===== config.mk =====
export PLATFORM = sky130hd
export DESIGN_NAME = ahb_dma_master
export DESIGN_NICKNAME = d
export VERILOG_FILES = /design/src/rtl/ahb_dma_master.sv
export SDC_FILE = /design/constraint.sdc
export NUM_CORES = 1
export LEC_CHECK = 0
export CORE_MARGIN = 4
export CORE_UTILIZATION = 40
export CTS_CLUSTER_DIAMETER = 40
export DETAILED_ROUTE_END_ITERATION = 10
export PLACE_DENSITY = 0.69
export SLEW_MARGIN = 0
export SYNTH_ARGS = -nofsm -noshare
export SYNTH_HDL_FRONTEND = slang
export SYNTH_SLANG_ARGS = --single-unit

===== constraint.sdc =====
create_clock -name HCLK -period 2.6 [get_ports HCLK]
set_input_delay 0.52 -clock HCLK [delete_from_list [all_inputs] [get_ports HCLK]]
set_output_delay 0.52 -clock HCLK [all_outputs]
set_load 0.01 [all_outputs]

===== src/rtl/ahb_dma_master.sv =====
// ahb_dma_master
// ---------------------------------------------------------------------------
// Single-channel word-copy engine acting as an AHB-Lite master. Copies
// word_count 32-bit words from src_addr to dst_addr, one read followed by one
// write per word. Transfers are never pipelined: a new address phase is only
// issued once the previous data phase has completed.
//
// Ports
//   HCLK, HRESETn        bus clock, asynchronous active-low reset
//   start                one-cycle copy request (ignored while busy)
//   src_addr, dst_addr   byte addresses, bits [1:0] forced to zero
//   word_count           number of words to copy (0 is legal)
//   busy                 high in every state except IDLE
//   done                 one-cycle pulse when a copy ends (normal or error)
//   error                sticky error flag, cleared by the next accepted start
//   words_done           words fully written in the current/last copy
//   HADDR..HWDATA        AHB-Lite master outputs (HSIZE/HPROT constant)
//   HRDATA, HREADY, HRESP AHB-Lite slave responses
//   dbg_state            current FSM state for checkers
//
// Handshake: an address phase (HTRANS=NONSEQ) is accepted at the first rising
// edge where HREADY=1; a data phase completes at the first rising edge where
// HREADY=1. Address, control and write data are held stable until then.
// ---------------------------------------------------------------------------
module ahb_dma_master #(
  parameter int         CNT_W     = 16,
  parameter logic [3:0] HPROT_VAL = 4'b0011
) (
  input  logic             HCLK,
  input  logic             HRESETn,
  input  logic             start,
  input  logic [31:0]      src_addr,
  input  logic [31:0]      dst_addr,
  input  logic [CNT_W-1:0] word_count,
  output logic             busy,
  output logic             done,
  output logic             error,
  output logic [CNT_W-1:0] words_done,
  output logic [31:0]      HADDR,
  output logic [1:0]       HTRANS,
  output logic             HWRITE,
  output logic [2:0]       HSIZE,
  output logic [3:0]       HPROT,
  output logic [31:0]      HWDATA,
  input  logic [31:0]      HRDATA,
  input  logic             HREADY,
  input  logic             HRESP,
  output logic [2:0]       dbg_state
);

  typedef enum logic [2:0] {
    ST_IDLE = 3'd0,
    ST_RD_A = 3'd1,
    ST_RD_D = 3'd2,
    ST_WR_A = 3'd3,
    ST_WR_D = 3'd4,
    ST_FIN  = 3'd5
  } state_t;

  localparam logic [1:0] HTRANS_IDLE    = 2'b00;
  localparam logic [1:0] HTRANS_NONSEQ  = 2'b10;

  state_t           state_q, state_d;
  logic [31:0]      src_q;
  logic [31:0]      dst_q;
  logic [CNT_W-1:0] cnt_q;
  logic [31:0]      buf_q;
  logic [CNT_W-1:0] wd_inc;
  logic             last_word;
  // A data phase ends the copy early if the slave flagged an error either in
  // an earlier wait cycle (already in error) or in the completing cycle.
  logic             fail_now;

  assign wd_inc    = words_done + CNT_W'(1);
  assign last_word = (wd_inc == cnt_q);
  assign fail_now  = HRESP || error;

  assign HSIZE     = 3'b010;
  assign HPROT     = HPROT_VAL;
  assign dbg_state = state_q;

  // State register
  always_ff @(posedge HCLK or negedge HRESETn) begin
    if (!HRESETn) begin
      state_q <= ST_IDLE;
    end else begin
      state_q <= state_d;
    end
  end

  // Next state and bus/status outputs
  always_comb begin
    state_d = state_q;
    busy    = (state_q != ST_IDLE);
    done    = (state_q == ST_FIN);
    HTRANS  = HTRANS_IDLE;
    HADDR   = 32'h0;
    HWRITE  = 1'b0;
    HWDATA  = 32'h0;
    unique case (state_q)
      ST_IDLE: begin
        if (start) state_d = (word_count == '0) ? ST_FIN : ST_RD_A;
      end
      ST_RD_A: begin
        HTRANS = HTRANS_NONSEQ;
        HADDR  = src_q;
        if (HREADY) state_d = ST_RD_D;
      end
      ST_RD_D: begin
        HADDR = src_q;
        if (HREADY) state_d = fail_now ? ST_FIN : ST_WR_A;
      end
      ST_WR_A: begin
        HTRANS = HTRANS_NONSEQ;
        HADDR  = dst_q;
        HWRITE = 1'b1;
        if (HREADY) state_d = ST_WR_D;
      end
      ST_WR_D: begin
        HADDR  = dst_q;
        HWRITE = 1'b1;
        HWDATA = buf_q;
        if (HREADY) state_d = (fail_now || last_word) ? ST_FIN : ST_RD_A;
      end
      ST_FIN: begin
        state_d = ST_IDLE;
      end
      default: begin
        state_d = ST_IDLE;
      end
    endcase
  end

  // Datapath: latched parameters, read buffer, progress and error flag
  always_ff @(posedge HCLK or negedge HRESETn) begin
    if (!HRESETn) begin
      src_q      <= 32'h0;
      dst_q      <= 32'h0;
      cnt_q      <= '0;
      buf_q      <= 32'h0;
      words_done <= '0;
      error      <= 1'b0;
    end else begin
      case (state_q)
        ST_IDLE: begin
          if (start) begin
            src_q      <= src_addr & ~32'h3;
            dst_q      <= dst_addr & ~32'h3;
            cnt_q      <= word_count;
            words_done <= '0;
            error      <= 1'b0;
          end
        end
        ST_RD_D: begin
          if (HRESP) error <= 1'b1;
          if (HREADY && !fail_now) buf_q <= HRDATA;
        end
        ST_WR_D: begin
          if (HRESP) error <= 1'b1;
          // A failed write does not count as a completed word.
          if (HREADY && !fail_now) begin
            words_done <= wd_inc;
            src_q      <= src_q + 32'd4;
            dst_q      <= dst_q + 32'd4;
          end
        end
        default: ;
      endcase
    end
  end

endmodule


# --- Word-level counts from Yosys, hierarchy flattened ---
# Cells that the tools add are included.
word_totals:
  ff_bits: 132
  n_memories: 0
  elab_cells: 66
  input_bits: 117
  rom_bits: 0
  ramBits: 0
  latch_bits: 0
op_classes:
  reduce_logical: 18
  mux: 25
  addsub: 3
  n_lt_le_gt_ge: 0
  shifts: 0
  n_div: 0
  multipliers: 0
  n_bitwise: 0
  eq_ne: 13
ops:
  columns: ["operator", "count"]
  rows:
  - ["case mux 32 bit (2 select lines)", 3]
  - ["two-way mux 32 bit", 5]
  - ["adder 32 x 3 -> 32 bit, second input constant", 2]
  - ["two-way mux 16 bit", 2]
  - ["case mux 16 bit (2 select lines)", 1]
  - ["two-way mux 3 bit", 8]
  - ["adder 16 x 1 -> 16 bit, second input constant", 1]
  - ["== test 16 bit", 1]
  - ["logical NOT 16 bit", 1]
  - ["case mux 3 bit (5 select lines)", 1]
  - ["inequality test 2 bit, second input constant", 6]
  - ["OR reduction 2 bit", 4]
  - ["== test 3 x 2 -> 1 bit, second input constant", 2]
  - ["== test 3 bit, second input constant", 2]
  - ["AND reduction 3 bit", 2]
  - ["AND reduction 5 bit", 1]
  - ["AND reduction 2 bit", 2]
  - ["nonzero test 2 bit", 2]
  - ["== test 3 x 1 -> 1 bit, second input constant", 1]
  - ["logical NOT 3 bit", 1]
  - ["two-way mux 1 bit", 3]
  - ["nonzero test 3 bit", 1]
  - ["logical OR 1 bit", 2]
  - ["two-way mux 2 bit", 1]
  - ["4 further kinds", 4]

# --- Depth between registers and ports, before layout ---
logic_depth:
  word_depth: 6
  depth_mapped: 9
  depth_no_buf: 7

# --- Least setup slack after synthesis ---
# Ideal clock, no wire load.
synth_timing:
  path_type: "flip-flop to output port"
  startpoint: "register state_q[0], in the netlist dbg_state[0]"
  endpoint: "output port HWDATA[10]"
  arrival_time_ns: 1.618
  path_slack_ns: 0.462
  n_path_buf: 4
  required_time_ns: 2.080
  path_stages_with_launch: 7
  cell_sequence: "dfrtp_1 -> buf_6 -> nor3b_1 -> buf_2 -> clkbuf_1 -> clkbuf_1 -> and2_1"
synth_between:
  elab_chain_len: 2
synth_rtl:
  columns: ["element", "line", "rtl"]
  rows:
  - ["start: declaration", "63", "state_t state_q, state_d;"]
  - ["start signal: assignment", "87", "state_q <= state_d;"]
  - ["== test 3 bit", "100", "unique case (state_q)"]
  - ["two-way mux 32 bit", "100", null]
  - ["end: declaration", "44", "output logic [31:0] HWDATA,"]
# No other way between the ends.

# --- Worst setup path in the final report ---
layout_timing:
  startpoint: "register state_q[0], in the netlist dbg_state[0]"
  endpoint: "output port HADDR[26]"
layout_between:
  elab_chain_len: 3
layout_rtl:
  columns: ["element", "line", "rtl"]
  rows:
  - ["== test 3 bit, or another cell as far along", "100", null]
  - ["OR reduction 2 bit (no line)", null, null]
  - ["case mux 32 bit (2 select lines) *", "100", null]
  - ["end: declaration", "39", "output logic [31:0] HADDR,"]
# Mark *: on every way between the ends. The rest lies on a longest branch, timed or not.

==> impl_metrics.py <==
metrics = {
    "outcome": {
        "status": "completed",
    },
    "global_routing": {
        "grt_max_degree": 74,
        "grt_pass1_vias": 7109,
        "grt_pass1_wl_um": 39300,
        "antenna_found_initial": 1,
        "grt.total_usage_pct": 22.7,
        "grt_remaining_overflow": 0,
    },
    "logic_synthesis": {
        "synth_top_family_by_area": "simple AND/OR/NAND/NOR gates",
        "ys_ff_latch": 128,
        "yosys_warnings": 0,
        "synthMuxAreaShare_pct": 5.35,
        "synth-xor-area-share_pct": 3.08,
        "synth_cell_types": 67,
        "synth_edf_count": 0,
        "ys_seq_area_share_pct": 41.7,
        "ys.flop_type": "dfrtp_1",
        "async_reset_ff_share_pct": 100,
        "synth_area_um2": 7690,
        "synthAdderAreaFrac_pct": 0.488,
        "synth_compound_area_share_pct": 20.8,
        "yosys.area_share.simple_pct": 23.2,
        "syn_inst": 881,
        "avgSynthCellArea_um2": 8.73,
    },
    "floorplan": {
        "ios": 213,
        "die_h_um": 147,
        "coreArea_um2": 18800,
        "start_util_pct": 40.8,
        "die_area_um2": 21500,
        "fp.dieW_um": 147,
        "placementRows": 50,
    },
    "power_and_ir_drop": {
        "power.density_nw_per_um2": 1170,
        "ir_drop_uv": 708,
        "p_leak_nw": 4.68,
    },
    "detailed_routing": {
        "vias": 7509,
        "routed_wirelength_um": 24600,
        "viasPerCell": 5.56,
        "antenna_left": 0,
        "wire_per_inst_um": 18.2,
        "firstDrtPassIters": 5,
        "drc": 0,
        "drt_iter0_markers": 558,
    },
    "sta": {
        "final.period_utilization_pct": 97.7,
        "maxSlewHeadroom_pct": 58.9,
        "worstMarginPinSlew_ns": 0.616,
        "setup_ws_ns": 0.0586,
        "setup_viol": 0,
        "rsz0062_at_grt": "no",
        "finalSetupTns_ns": 0,
        "skew_ns": 0.0175,
        "hold_slack_ns": 0.0862,
        "final-max-slew-violation-count": 0,
        "fmax_mhz": 393,
        "hold_violations": 0,
        "finalCriticalPeriod_ns": 2.54,
    },
    "clock_tree": {
        "clkSlewWorstSetupHoldPaths_ns": 0.05,
        "cts-buffers-inserted": 17,
        "cts_max_level": 4,
        "clock-sinks": 128,
        "insertion_delay_ns": 0.43,
        "root_buffer": "clkbuf_16",
        "tritoncts": "yes",
        "cts.path.max_buffers": 2,
    },
    "final_layout": {
        "syn2layout_area_growth_pct": 41.2,
        "final_cell_mix": "clkdlybuf4s50_1 (133), dfrtp_1 (127), nand2_1 (124), a21oi_1 (77), o21ai_0 (64)",
        "final_common_cell": "clkdlybuf4s50_1",
        "diodes": 0,
        "final_cells": 1351,
        "drive_gt1_share_pct": 14.9,
        "fin_util_pct": 57.6,
        "nets": 1198,
    },
    "placed_design": {
        "hpwlAfterDp_um": 16600,
        "io_buffers": 198,
        "dpl.cell_count": 1300,
        "dp_worst_setup_slack_ns": 0.127,
        "gp_congestion": 0.842,
    },
    "flow_run": {
        "maxCapViolCount": 0,
    },
    "setup_path": {
        "crit_path_max_fanout": 15,
        "end_kind": "output pin",
        "crit_required_ns": 2.08,
        "crit_type": "reg -> out",
        "crit_arrival_ns": 2.02,
        "start_kind": "register",
        "setup.worst_path.start": "dbg_state[0]",
        "r2r_start": "dbg_state[0]",
    },
    "worst_hold_path": {
        "hp-class": "in -> async",
    },
}
[sequential cells by signal (all words and copies together) (netlist names)]
| signal | flops |
|---|---|
| buf_q | 32 |
| dst_q | 30 |
| src_q | 30 |
| cnt_q | 16 |
| words_done | 16 |
| dbg_state | 3 |
| error | 1 |
[cell usage after synthesis (10+ instances only)]
cell type	instances	share of area [%]
buf_2	26	1.7
a31oi_1	14	1.1
nand4_1	13	1.1
and2_1	38	3.1
o22ai_1	19	1.5
nor2_1	66	3.2
xnor2_1	17	1.9
o21ai_0	64	4.2
nand3_1	40	2.6
mux2_2	33	4.8
and3_1	14	1.1
clkbuf_1	31	1.5
dfrtp_1	128	42
buf_4	12	1.2
a21oi_1	77	5.0
xor2_1	10	1.1
a2bb2oi_1	10	1.1
a22o_1	31	3.5
nand2_1	127	6.2
[metrics by stage]
step                power (mW)  instance area (um^2)
floorplan                 7.05                  7720
global placement          9.44                  9980
detailed placement        9.57                  9980
CTS                       12.8                 10900
global route              13.5                 10900
finish                    12.7                 10900
[layer usage]
metal	track usage [%]	vias up	wire length [um]	part of all wire (%)
met3	7.05	22	2470	10
met2	35.9	324	11600	47
met1	30.5	3598	10200	41
met5	0	-	8	0.032
li1	-	3563	-	-
met4	5.50	2	296	1.2
[final timing paths]
check | end | slack, ns | cells past startpoint
min in group HCLK | cnt_q[1] | 0.49 | 2
worst min register to register | cnt_q[1] | 0.49 | 2
worst max-delay path | HADDR[26] | 0.06 | 7
worst min-delay path | dst_q[14] | 0.09 | 1
max in group asynchronous | dbg_state[1] | 1.78 | 2
worst max register to register | src_q[25] | 0.17 | 11
[power by group]
group          switching (mW)  internal, mW  leakage, nW
sequential              0.916          2.85         1.54
combinational            2.99          2.93         2.79
clock                   0.927          2.05        0.350
total                    4.83          7.83         4.68
[area by class of cell]
class                   instances  area (um^2)
fillers                      1706         7980
multi-input cells             678         4160
flip-flops and latches        128         3200
repair buffers                244         2390
clock buffers                  19          453
well taps                     260          325
clock inverters                13          282
inverters                       9         33.8
[kinds of logic after synthesis]
group,Yosys count
compound gates,252
other cells,2
xor+xnor,27
mux,37
buf+inv,84
fa+ha+maj,3
simple gates,348
flops,128
[worst max-delay path: stages (launching register included)]
cell           delay [ns]
dfrtp_1              0.40
buf_6                0.14
xnor2_2              0.15
nor2_2               0.05
buf_4                0.16
buf_12               0.15
a22o_1               0.25
dlygate4sd2_1        0.29
[what timing repair did]
item	CTS	global route
setup endpoints to repair	63	48
setup buffers	8	6
hold buffers	0	0
pin swaps	2	4
gates cloned	4	1
resized for setup	98	46
No activity file was read; power rests on OpenSTA's default activity.
